[config.mk]
export PLATFORM = sky130hd
export DESIGN_NAME = demux2_stream
export DESIGN_NICKNAME = d
export VERILOG_FILES = /design/src/rtl/demux2_pkg.sv /design/src/rtl/demux2_slot.sv /design/src/rtl/demux2_stream.sv
export SDC_FILE = /design/constraint.sdc
export NUM_CORES = 1
export LEC_CHECK = 0
export CORE_UTILIZATION = 48
export DETAILED_ROUTE_END_ITERATION = 8
export PLACE_DENSITY = 0.84
export RECOVER_POWER = 25
export SLEW_MARGIN = 20
export SYNTH_ARGS = -nofsm -noshare
export SYNTH_HDL_FRONTEND = slang
export SYNTH_HIERARCHICAL = 1
export SYNTH_SLANG_ARGS = --single-unit
[constraint.sdc]
create_clock -name clk -period 2.5 [get_ports clk]
set_clock_uncertainty 0.1 [all_clocks]
set_input_delay 0.5 -clock clk [delete_from_list [all_inputs] [get_ports clk]]
set_output_delay 0.5 -clock clk [all_outputs]
set_load 0.05 [all_outputs]
[src/rtl/demux2_pkg.sv]
// Shared definitions for the 1:2 registered stream demultiplexer:
// default widths, select encoding and the per-slot state encoding.
package demux2_pkg;

    localparam int WIDTH_DEF = 8;
    localparam int CNT_W_DEF = 8;

    localparam logic SEL_SINK0 = 1'b0;
    localparam logic SEL_SINK1 = 1'b1;

    typedef enum logic {
        ST_EMPTY = 1'b0,
        ST_FULL  = 1'b1
    } slot_state_e;

endpackage

[src/rtl/demux2_slot.sv]
// One-entry valid/ready holding slot with a delivery counter.
// The slot accepts a new word while empty, or while full and draining in the
// same cycle, which gives one word per cycle through a non-stalled sink.
module demux2_slot
    import demux2_pkg::*;
#(
    parameter int WIDTH = WIDTH_DEF,
    parameter int CNT_W = CNT_W_DEF
) (
    input  logic             clk,
    input  logic             rst_n,
    input  logic             load,
    input  logic [WIDTH-1:0] load_data,
    output logic             can_accept,
    output logic [WIDTH-1:0] data,
    output logic             valid,
    input  logic             ready,
    output logic [CNT_W-1:0] cnt
);

    slot_state_e state;
    logic        drain;

    assign valid      = (state == ST_FULL);
    assign drain      = valid & ready;
    // A full slot frees up on this edge when the sink takes its word, so it
    // can take the next one without a bubble.
    assign can_accept = (state == ST_EMPTY) | drain;

    // Slot FSM: EMPTY <-> FULL, data captured on every load and held while stalled.
    always_ff @(posedge clk or negedge rst_n) begin
        if (!rst_n) begin
            state <= ST_EMPTY;
            // NOTE: the data register is reset too, because the outputs must
            // read zero during reset rather than stale or undefined contents.
            data  <= '0;
        end else begin
            // NOTE: non-blocking assignments throughout, so every register
            // here samples the pre-edge values of state and data.
            case (state)
                ST_EMPTY: begin
                    if (load) begin
                        state <= ST_FULL;
                        data  <= load_data;
                    end
                end
                ST_FULL: begin
                    if (load) begin
                        data <= load_data;
                    end else if (drain) begin
                        state <= ST_EMPTY;
                    end
                end
                default: state <= ST_EMPTY;
            endcase
        end
    end

    // Delivery counter: one increment per completed handshake, wraps freely.
    always_ff @(posedge clk or negedge rst_n) begin
        if (!rst_n) begin
            cnt <= '0;
        end else if (drain) begin
            cnt <= cnt + CNT_W'(1);
        end
    end

endmodule

[src/rtl/demux2_stream.sv]
// 1:2 registered stream demultiplexer. Decodes in_sel into a load strobe for
// one of two holding slots and muxes that slot's accept condition to in_ready.
// in_ready never depends on in_valid, so upstream may wait on it freely.
module demux2_stream
    import demux2_pkg::*;
#(
    parameter int WIDTH = WIDTH_DEF,
    parameter int CNT_W = CNT_W_DEF
) (
    input  logic             clk,
    input  logic             rst_n,
    input  logic [WIDTH-1:0] in_data,
    input  logic             in_sel,
    input  logic             in_valid,
    output logic             in_ready,
    output logic [WIDTH-1:0] out0_data,
    output logic             out0_valid,
    input  logic             out0_ready,
    output logic [WIDTH-1:0] out1_data,
    output logic             out1_valid,
    input  logic             out1_ready,
    output logic [CNT_W-1:0] cnt0,
    output logic [CNT_W-1:0] cnt1
);

    logic accept0;
    logic accept1;
    logic load0;
    logic load1;

    // in_valid gates both loads first, so a floating in_sel while idle
    // cannot reach either slot.
    assign in_ready = (in_sel == SEL_SINK1) ? accept1 : accept0;
    assign load0    = in_valid & in_ready & (in_sel == SEL_SINK0);
    assign load1    = in_valid & in_ready & (in_sel == SEL_SINK1);

    demux2_slot #(
        .WIDTH (WIDTH),
        .CNT_W (CNT_W)
    ) u_slot0 (
        .clk        (clk),
        .rst_n      (rst_n),
        .load       (load0),
        .load_data  (in_data),
        .can_accept (accept0),
        .data       (out0_data),
        .valid      (out0_valid),
        .ready      (out0_ready),
        .cnt        (cnt0)
    );

    demux2_slot #(
        .WIDTH (WIDTH),
        .CNT_W (CNT_W)
    ) u_slot1 (
        .clk        (clk),
        .rst_n      (rst_n),
        .load       (load1),
        .load_data  (in_data),
        .can_accept (accept1),
        .data       (out1_data),
        .valid      (out1_valid),
        .ready      (out1_ready),
        .cnt        (cnt1)
    );

endmodule

==> results of run 1 <==
## registers in the layout, indices dropped and copies added (netlist names)
register	cells
u_slot1/cnt	8
u_slot1/data	8
u_slot0/cnt	8
u_slot0/valid	1
u_slot0/data	8
u_slot1/valid	1
## placed cells by master (no fill, tap or decap)
master,count
sky130_fd_sc_hd__clkdlybuf4s50_1,46
sky130_fd_sc_hd__dfrtp_1,34
sky130_fd_sc_hd__mux2_2,18
sky130_fd_sc_hd__xor2_1,10
sky130_fd_sc_hd__nand2_1,8
sky130_fd_sc_hd__clkbuf_4,5
sky130_fd_sc_hd__nor2_1,4
sky130_fd_sc_hd__xnor2_1,4
sky130_fd_sc_hd__or2b_1,2
sky130_fd_sc_hd__nand2b_1,2
sky130_fd_sc_hd__nand3_1,2
sky130_fd_sc_hd__nor3_1,2
sky130_fd_sc_hd__nand2_2,2
sky130_fd_sc_hd__nand3_2,2
sky130_fd_sc_hd__nor3_2,2
sky130_fd_sc_hd__nor4_4,2
sky130_fd_sc_hd__ha_1,2
sky130_fd_sc_hd__mux2_4,1
sky130_fd_sc_hd__and3b_2,1
sky130_fd_sc_hd__and3_2,1
sky130_fd_sc_hd__clkinv_2,1
sky130_fd_sc_hd__clkbuf_8,1
sky130_fd_sc_hd__clkbuf_1,1
sky130_fd_sc_hd__dlygate4sd3_1,1
sky130_fd_sc_hd__buf_4,1
sky130_fd_sc_hd__clkbuf_2,1
## kinds of logic (layout without fill, tap and decap cells)
logic type	Yosys count	after routing
XOR/XNOR	14	14
adder cells (fa/ha/maj)	2	2
buffers and inverters	2	57
flip-flops	34	34
multiplexers	19	19
AND/OR/NAND/NOR	30	30
## synth_stat cells
| master | number |
|---|---|
| sky130_fd_sc_hd__and3_2 | 1 |
| sky130_fd_sc_hd__and3b_2 | 1 |
| sky130_fd_sc_hd__buf_2 | 2 |
| sky130_fd_sc_hd__dfrtp_1 | 34 |
| sky130_fd_sc_hd__ha_1 | 2 |
| sky130_fd_sc_hd__mux2_2 | 18 |
| sky130_fd_sc_hd__mux2_4 | 1 |
| sky130_fd_sc_hd__nand2_1 | 8 |
| sky130_fd_sc_hd__nand2_2 | 2 |
| sky130_fd_sc_hd__nand2b_1 | 2 |
| sky130_fd_sc_hd__nand3_1 | 2 |
| sky130_fd_sc_hd__nand3_2 | 2 |
| sky130_fd_sc_hd__nor2_1 | 4 |
| sky130_fd_sc_hd__nor3_1 | 2 |
| sky130_fd_sc_hd__nor3_2 | 2 |
| sky130_fd_sc_hd__nor4_4 | 2 |
| sky130_fd_sc_hd__or2b_1 | 2 |
| sky130_fd_sc_hd__xnor2_1 | 4 |
| sky130_fd_sc_hd__xor2_1 | 10 |
## layer usage
metal,share of wire (%),global-route usage [%]
met1,43,23.1
met2,47,30.1
met3,8.4,9.22
met4,1.4,8.36
met5,0,0
## layout make-up
cell class                 instances  area, sq um
sequential                        34          851
fill                             197          778
multi-input combinational         65          571
timing repair buffer              49          483
clock buffer                       7         55.1
tap                               31         38.8
clock inverter                     1         5.00
## through the flow
step | hold slack, ns | cells | total power [mW] | instance area [sq um]
after floorplan | 0.104 | 101 | 1.42 | 1430
after global placement | 0.356 | 179 | 1.75 | 1950
after detailed placement | 0.367 | 179 | 1.77 | 1950
after CTS | 0.383 | 187 | 2.10 | 2010
after global routing | 0.393 | 187 | 2.17 | 2000
final | 0.372 | 187 | 2.07 | 2000
## worst paths after layout
check,slack (ns),to,depth (start not counted)
setup / recovery,0.18,in_ready,4
hold / removal,0.37,u_slot1/cnt[7],1
setup reg to reg,0.93,u_slot0/data[7],3
hold reg to reg,0.37,u_slot1/cnt[7],1
max in group asynchronous,1.11,u_slot0/data[0],2
min in group asynchronous,0.67,u_slot0/cnt[6],2
## power groups by stage
stage / combinational [mW] / clock, mW / sequential, mW
floorplan: 0.185 / 0 / 1.24
global placement: 0.939 / 0 / 0.808
detailed placement: 0.961 / 0 / 0.813
CTS: 0.964 / 0.331 / 0.803
global route: 0.996 / 0.351 / 0.824
finish: 0.956 / 0.317 / 0.802
==> results.txt, run 1 <==
- Measured on the finished design, the core utilization comes to 72.0%.
- The initial antenna violation count is 0.
- Bufs and invs on worst path: 2
- In the global route stage, overall resource usage came out at about 20%.
- In the final layout, the share of cells above drive strength 1 is approximately 24%.
- Relative slew slack: around 46%
- By area, the combinational part of the netlist is dominated by multiplexers.
- Reg2Reg Launch Point: u_slot0/valid
- In this run switching power makes up 44.4% of total power.
- Dividing total power by cell area gives a power density of 1040 nW/um^2.
- Simple-gate share of the synthesized area: 14.3%
- Hold Violations, Final: 0
- For the pin with the worst max-slew slack, the measured transition is about 0.82 ns.
- The worst-case IR drop observed on VDD is roughly 910 uV.
- Mean instance size in the synthesized netlist: 14.2 sq um
- No sink is reached through more buffers than the 2 on the longest clock path.
- The synthesized design devotes to its leading area cell type approximately three fifths of total area.
- Number of distinct library cell variants in the gate-level netlist after synthesis: 19
- Global placement routability congestion: ~0.74
* Static Leakage: 0.901 nW
- Portion of total power attributed to the clock network: 15.3%
* Portion of the post-synthesis area used by sequential elements: 59.4%
* Endpoint kind of the worst setup timing path: output pin
- The wire-length estimate of the detail-placed layout is 2.02 mm.
- Setup repair after global routing left no endpoint under its margin.
- Total setup violations reported at the end of the flow: 0
- The first global-routing pass estimated 4.55 mm of wire.
- Initial drt markers: 10
- After detailed routing, the number of vias per cell comes to 5.12.
- Measured along the y axis, the die boundary spans 56.6 microns.
- Result of the run: completed
* Wire length per cell after detailed routing: about 15 microns
* Parity-gate share of the synthesized area counting xor and xnor cells: under 10%
- CP Data Required Time: roughly 1.9 ns
* Sum of overflow across all layers after global routing: 0
- Of the total power, registers draw between 30% and 40%.
* Final slew viol count: 0
- Subtracting the final worst setup slack from the clock period gives 2.32 ns.
- Number of flip-flops and latches in the synthesized netlist: 34
- For this design the top-level I/O count stands at approximately 50.
* Area Growth Syn to Fin: 39.9%
* Total wirelength of the detailed-routed design: 2.81 mm
- Total Neg Setup Slack: 0 ns
* Final net count: 171
* Largest incremental delay on the critical path: about 0.47 ns
- Count of hold buffers inserted by post-cts repair: 0
* Power share of the combinational group: roughly 46%
- The clock net in this run drives a total of 34 sinks.
- The count of nets left with antenna violations once routing finished came out at 0.
- After synthesis, the cell types taking the most area are sky130_fd_sc_hd__dfrtp_1, sky130_fd_sc_hd__mux2_2, sky130_fd_sc_hd__xor2_1, sky130_fd_sc_hd__nor4_4, sky130_fd_sc_hd__xnor2_1.
- After technology mapping, the gate count stands at around 100.
- TritonCTS built the clock tree.
- Clock latency at the later pin of the worst-skew pair: between 0.3 and 0.4 ns
- Number of cell rows: 19
- Cell class contributing the biggest share of worst-path delay: buffers and inverters
* Tightest Hold Check Type: reg2reg
* Total setup buffers inserted after CTS: 0
- Standard cell core area: 2780 sq um
- Resized Gates After CTS: 0
- Multiplexer share of the synthesized area: 15.2%
- Across all setup checks in the final design, the least slack found is 0.185 ns.
* Type of the setup path with the least slack: in2out
- Root Buffer Master: sky130_fd_sc_hd__clkbuf_4
- Register clock-pin slew on the reported worst setup and hold paths: 0.10 ns
* Vias in the first global route: 1011
- DIE AREA: 3200 sq um
- In the routed design, unresolved DRC markers number 0.
- Synth Net Count: around 120
- Cell breakdown of the critical path: clkdlybuf4s50_1 > or2b_1 > mux2_4 > buf_4
- For this design, the slowest cell found on the critical path is sky130_fd_sc_hd__clkdlybuf4s50_1.
* Internal Pwr Total: about 1.2 mW
- For this run, the top clock speed supported by timing is 432 MHz.
- First-pass DRT Iterations: 4
* Vias after detailed routing: 957
- H-tree depth: 2
- Of the available clock period, the critical path in the final layout requires 92.6%.
- Starting density of the core: 51.5%
- First element of the critical path: out0_ready
* Critical Path AT: 1.72 ns
* Synthesis warning total: 6
* Post-Place Worst Slack: 0.207 ns
- For this design the total switching power over the nets is 0.921 mW.
- Counting the buffers created by CTS gives 5.
- After Yosys synthesis, full adders, half adders and majority gates account for 1.75% of the synthesized area.
- # port buffers: 48
* CP Max Fanout: 3
- Library cell with the largest summed area after synthesis: sky130_fd_sc_hd__dfrtp_1
- Compound-Gate Fraction of Synth Area: 0%
- Across the run, the number of max-cap violations was 0.
- STA classifies the critical path startpoint as a primary input.
- Worst hold path startpoint: u_slot1/cnt[7]
* Horizontal die dimension: 56.6 microns
* Number of diodes added for antenna fixing: 0
- Post-synthesis cell area: 1430 sq um
* Largest net degree at the start of global routing: 35
Note: power is estimated with default switching activity, not from simulation.
==> run 2, diff against run 1 <==
--- a/config.mk
+++ b/config.mk
@@ -5,12 +5,11 @@
 export SDC_FILE = /design/constraint.sdc
 export NUM_CORES = 1
 export LEC_CHECK = 0
-export CORE_UTILIZATION = 48
+export CORE_UTILIZATION = 47
 export DETAILED_ROUTE_END_ITERATION = 8
-export PLACE_DENSITY = 0.84
+export PLACE_DENSITY = 0.83
 export RECOVER_POWER = 25
 export SLEW_MARGIN = 20
 export SYNTH_ARGS = -nofsm -noshare
 export SYNTH_HDL_FRONTEND = slang
-export SYNTH_HIERARCHICAL = 1
 export SYNTH_SLANG_ARGS = --single-unit
==> results.txt, run 2 <==
* Clock latency at the later pin of the worst-skew pair: 0.33 ns (was 0.34 ns)
* Global-route usage over all layers: 19.5% (was 19.4%)
- The worst slack at placement is 0.236 ns (was 0.207 ns).
- The share of final-layout standard cells stronger than drive strength 1 was 19.8% (was 24.4%).
- The placer congestion estimate is 0.788 (was 0.745).
* Detail Placement HPWL: 2.04 mm (was 2.02 mm)
* Most used standard cells in the synthesized netlist: sky130_fd_sc_hd__dfrtp_1, sky130_fd_sc_hd__mux2_2, sky130_fd_sc_hd__nand2_1 (was sky130_fd_sc_hd__dfrtp_1, sky130_fd_sc_hd__mux2_2, sky130_fd_sc_hd__xor2_1)
- Clock sinks: 34 (unchanged)
- The number of setup violations in the final report came to 0 (unchanged).
- The hold violation count in the final report was 0 (unchanged).
* Power density over cell area: 1100 nW/um^2 (was 1040 nW/um^2)
- Result of the run: completed (unchanged).
- The wire length of the first global-routing pass was 4.62 mm (was 4.55 mm).
* Register clock-pin slew on the reported worst setup and hold paths: 0.10 ns (about the same)
- Type of origin of the critical path: primary input (unchanged)
* MaxCap Viol Count: 0 (unchanged)
- Largest incremental delay on the critical path: 0.48 ns (was 0.47 ns)
- The layout overhead on the synthesized area is 42.6% (was 39.9%).
- The count of flip-flops with a built-in enable after synthesis is 0 (unchanged).
- The post-route minimum period was 2.26 ns (was 2.32 ns).
- TritonCTS clock tree: built (unchanged)
- The residual antenna-violating net count after detailed routing is 0 (unchanged).
- The floorplan row count was 19 (unchanged).
- The synthesized area is 1390 sq um (was 1430 sq um).
- Highest Clock Rate: 442 MHz (was 432 MHz)
- Commonest non-fill, non-tap cells in the layout: sky130_fd_sc_hd__clkdlybuf4s50_1, sky130_fd_sc_hd__dfrtp_1, sky130_fd_sc_hd__mux2_2 (unchanged)
- The post-synthesis sequential area ratio came to 61.3% (was 59.4%).
* Worst Hold Margin: 0.371 ns (was 0.372 ns)
* CP Max Fanout: 5 (was 3)
- Peak supply drop: 909 uV (was 912 uV)
- The power consumption is 2.17 mW (was 2.07 mW).
- The number of hold-repair buffers added at the cts stage is 0 (unchanged).
- The library cell contributing the largest single delay on the critical path is sky130_fd_sc_hd__clkdlybuf4s50_1 (unchanged).
* Total wirelength of the detailed-routed design: 2.79 mm (was 2.81 mm)
- The count of cells resized by post-cts repair is 0 (unchanged).
- Synthesis warning total: 0 (was 6)
* Cell breakdown of the critical path: clkdlybuf4s50_1 > nand2b_1 > mux2_2 > buf_4 (was clkdlybuf4s50_1 > or2b_1 > mux2_4 > buf_4)
* Number of flip-flops and latches in the synthesized netlist: 34 (unchanged)
- Total Neg Setup Slack: 0 ns (unchanged)
* Relative slew slack: 45.7% (was 45.5%)
- The via-per-instance ratio came to 5.16 (was 5.12).
- The initial antenna violation count is 0 (unchanged).
- The sum of overflow across all layers after global routing is 0 (unchanged).
* Total setup buffers inserted after CTS: 0 (unchanged)
- TritonCTS Buffers: 5 (unchanged)
- Unrepaired setup endpoints after global routing: no (unchanged)
* Final core utilization: 71.2% (was 72.0%)
- The critical path class is in2out (unchanged).
- The library cell with the largest summed area after synthesis is sky130_fd_sc_hd__dfrtp_1 (unchanged).
- The first-pass detailed-route iteration total is 2 (was 4).
- The static leakage was 0.876 nW (was 0.901 nW).
* # port buffers: 48 (unchanged)
- The portion of synthesized cell area occupied by the leading cell type was 61.3% (was 59.4%).
- The leading cell type by number of instances after synthesis is sky130_fd_sc_hd__dfrtp_1 (unchanged).
- Final net count: 177 (was 171)
- Most common cell after layout, fill and taps aside: sky130_fd_sc_hd__clkdlybuf4s50_1 (unchanged)
* Layout filler cell count: 227 (was 197)
- Vias in the first global route: 1044 (was 1011)
- Largest cells by area after synthesis: sky130_fd_sc_hd__dfrtp_1, sky130_fd_sc_hd__mux2_2, sky130_fd_sc_hd__xor2_1, sky130_fd_sc_hd__xnor2_1, sky130_fd_sc_hd__nand2_1 (was sky130_fd_sc_hd__dfrtp_1, sky130_fd_sc_hd__mux2_2, sky130_fd_sc_hd__xor2_1, sky130_fd_sc_hd__nor4_4, sky130_fd_sc_hd__xnor2_1).
- The synthesized net count is 120 (was 117).
- Number of distinct library cell variants in the gate-level netlist after synthesis: 18 (was 19)
- The average wire per cell in the routed design was 14.5 microns (was 15.0 microns).
* Register cell area after layout: 851 sq um (unchanged)
- Actual transition at the worst max-transition pin: 0.814 ns (was 0.817 ns)
- The H-tree level count was 2 (unchanged).
- Critical Path AT: 1.66 ns (was 1.72 ns)
- The area of the core came to 2780 sq um (unchanged).
- Horizontal die dimension: 56.4 microns (was 56.6 microns)
- The residual DRC count came to 0 (unchanged).
- Mean instance size in the synthesized netlist: 13.4 sq um (was 14.2 sq um)
- Total area of multi-input combinational cells: 522 sq um (was 571 sq um)
- The initial cell density of the core came to 49.9% (was 51.5%).
* Buffer levels on the longest clock path: 2 (unchanged)
- The pin count of the biggest net entering global routing is 35 (unchanged).
- Synthesized netlist cell count: 104 (was 101)
- The category of the worst setup path capture point is an output pin (unchanged).
- The fraction of synthesis flops using an asynchronous set or reset pin is 100% (unchanged).
* Part of the cycle the worst path needs: 90.5% (was 92.6%)
- The setup slack of the critical path after layout was 0.237 ns (was 0.185 ns).
- Vias after detailed routing: 995 (was 957)
- The I/O pin count is 49 (unchanged).
* Final slew viol count: 0 (unchanged)
- DIE HEIGHT: 56.4 microns (was 56.6 microns)
* Root Buffer Master: sky130_fd_sc_hd__clkbuf_4 (unchanged)
- The required arrival time at the worst endpoint is 1.90 ns (about the same).
- Count of cells along the worst hold path: 1 (unchanged)
- Number of diodes added for antenna fixing: 0 (unchanged)
* DIE AREA: 3180 sq um (was 3200 sq um)
- Initial drt markers: 33 (was 10)
* Predominant post-synthesis flop cell: sky130_fd_sc_hd__dfrtp_1 (unchanged)
* R2R depth: 4 (was 3)
- Tightest Hold Check Type: reg2reg (unchanged)
-- run 2: routing by layer --
metal	routed length [microns]	GRT usage [%]
met1	1170	22.0
met2	1420	33.2
met3	156	6.22
met4	45	9.76
met5	0	0
-- run 2: critical path, delay by kind of cell --
kind,cells,cell delay [ns]
buffers and inverters,2,0.67
muxes,1,0.28
and+or+nand+nor,1,0.21
-- run 2: cells by family after synthesis --
| kind of cell | after synthesis | synth area share, % |
|---|---|---|
| flip-flops | 34 | 61.3 |
| AND/OR/NAND/NOR | 30 | 11.2 |
| multiplexers | 19 | 15.4 |
| XOR/XNOR | 14 | 8.83 |
| buffers and inverters | 4 | 1.17 |
| adder cells (fa/ha/maj) | 2 | 1.80 |
| AO/OA/AOI/OAI | 1 | 0.360 |
-- run 2: final cells by class --
| type | count | share of cell area, % |
|---|---|---|
| clock inverter | 1 | 0.253 |
| sequential | 34 | 43.0 |
| tap | 31 | 1.96 |
| timing repair buffer | 51 | 25.1 |
| clock buffer | 7 | 2.78 |
| inverter | 3 | 0.569 |
| multi-input combinational | 66 | 26.3 |
-- run 2: worst paths after layout --
path	startpoint	to	slack [ns]
worst max-delay path	out1_ready	in_ready	0.24
min in group asynchronous	rst_n	u_slot1.cnt[6]	0.67
worst max register to register	u_slot1.valid	u_slot1.data[0]	1.02
max in group asynchronous	rst_n	u_slot1.cnt[2]	1.11
worst min-delay path	u_slot0.cnt[7]	u_slot0.cnt[7]	0.37
worst min register to register	u_slot0.cnt[7]	u_slot0.cnt[7]	0.37
-- run 2: report_power, final --
part           switching, mW  leakage [nW]  internal, mW  total, mW
logic                  0.667         0.431         0.374       1.04
registers              0.129         0.410         0.688      0.817
clock network          0.178        0.0353         0.136      0.314
-- run 2: metrics by stage --
stage	std cells	instance area [sq um]
floorplan	104	1390
global placement	185	1920
detailed placement	185	1920
CTS	193	1980
global route	193	1980
finish	193	1980
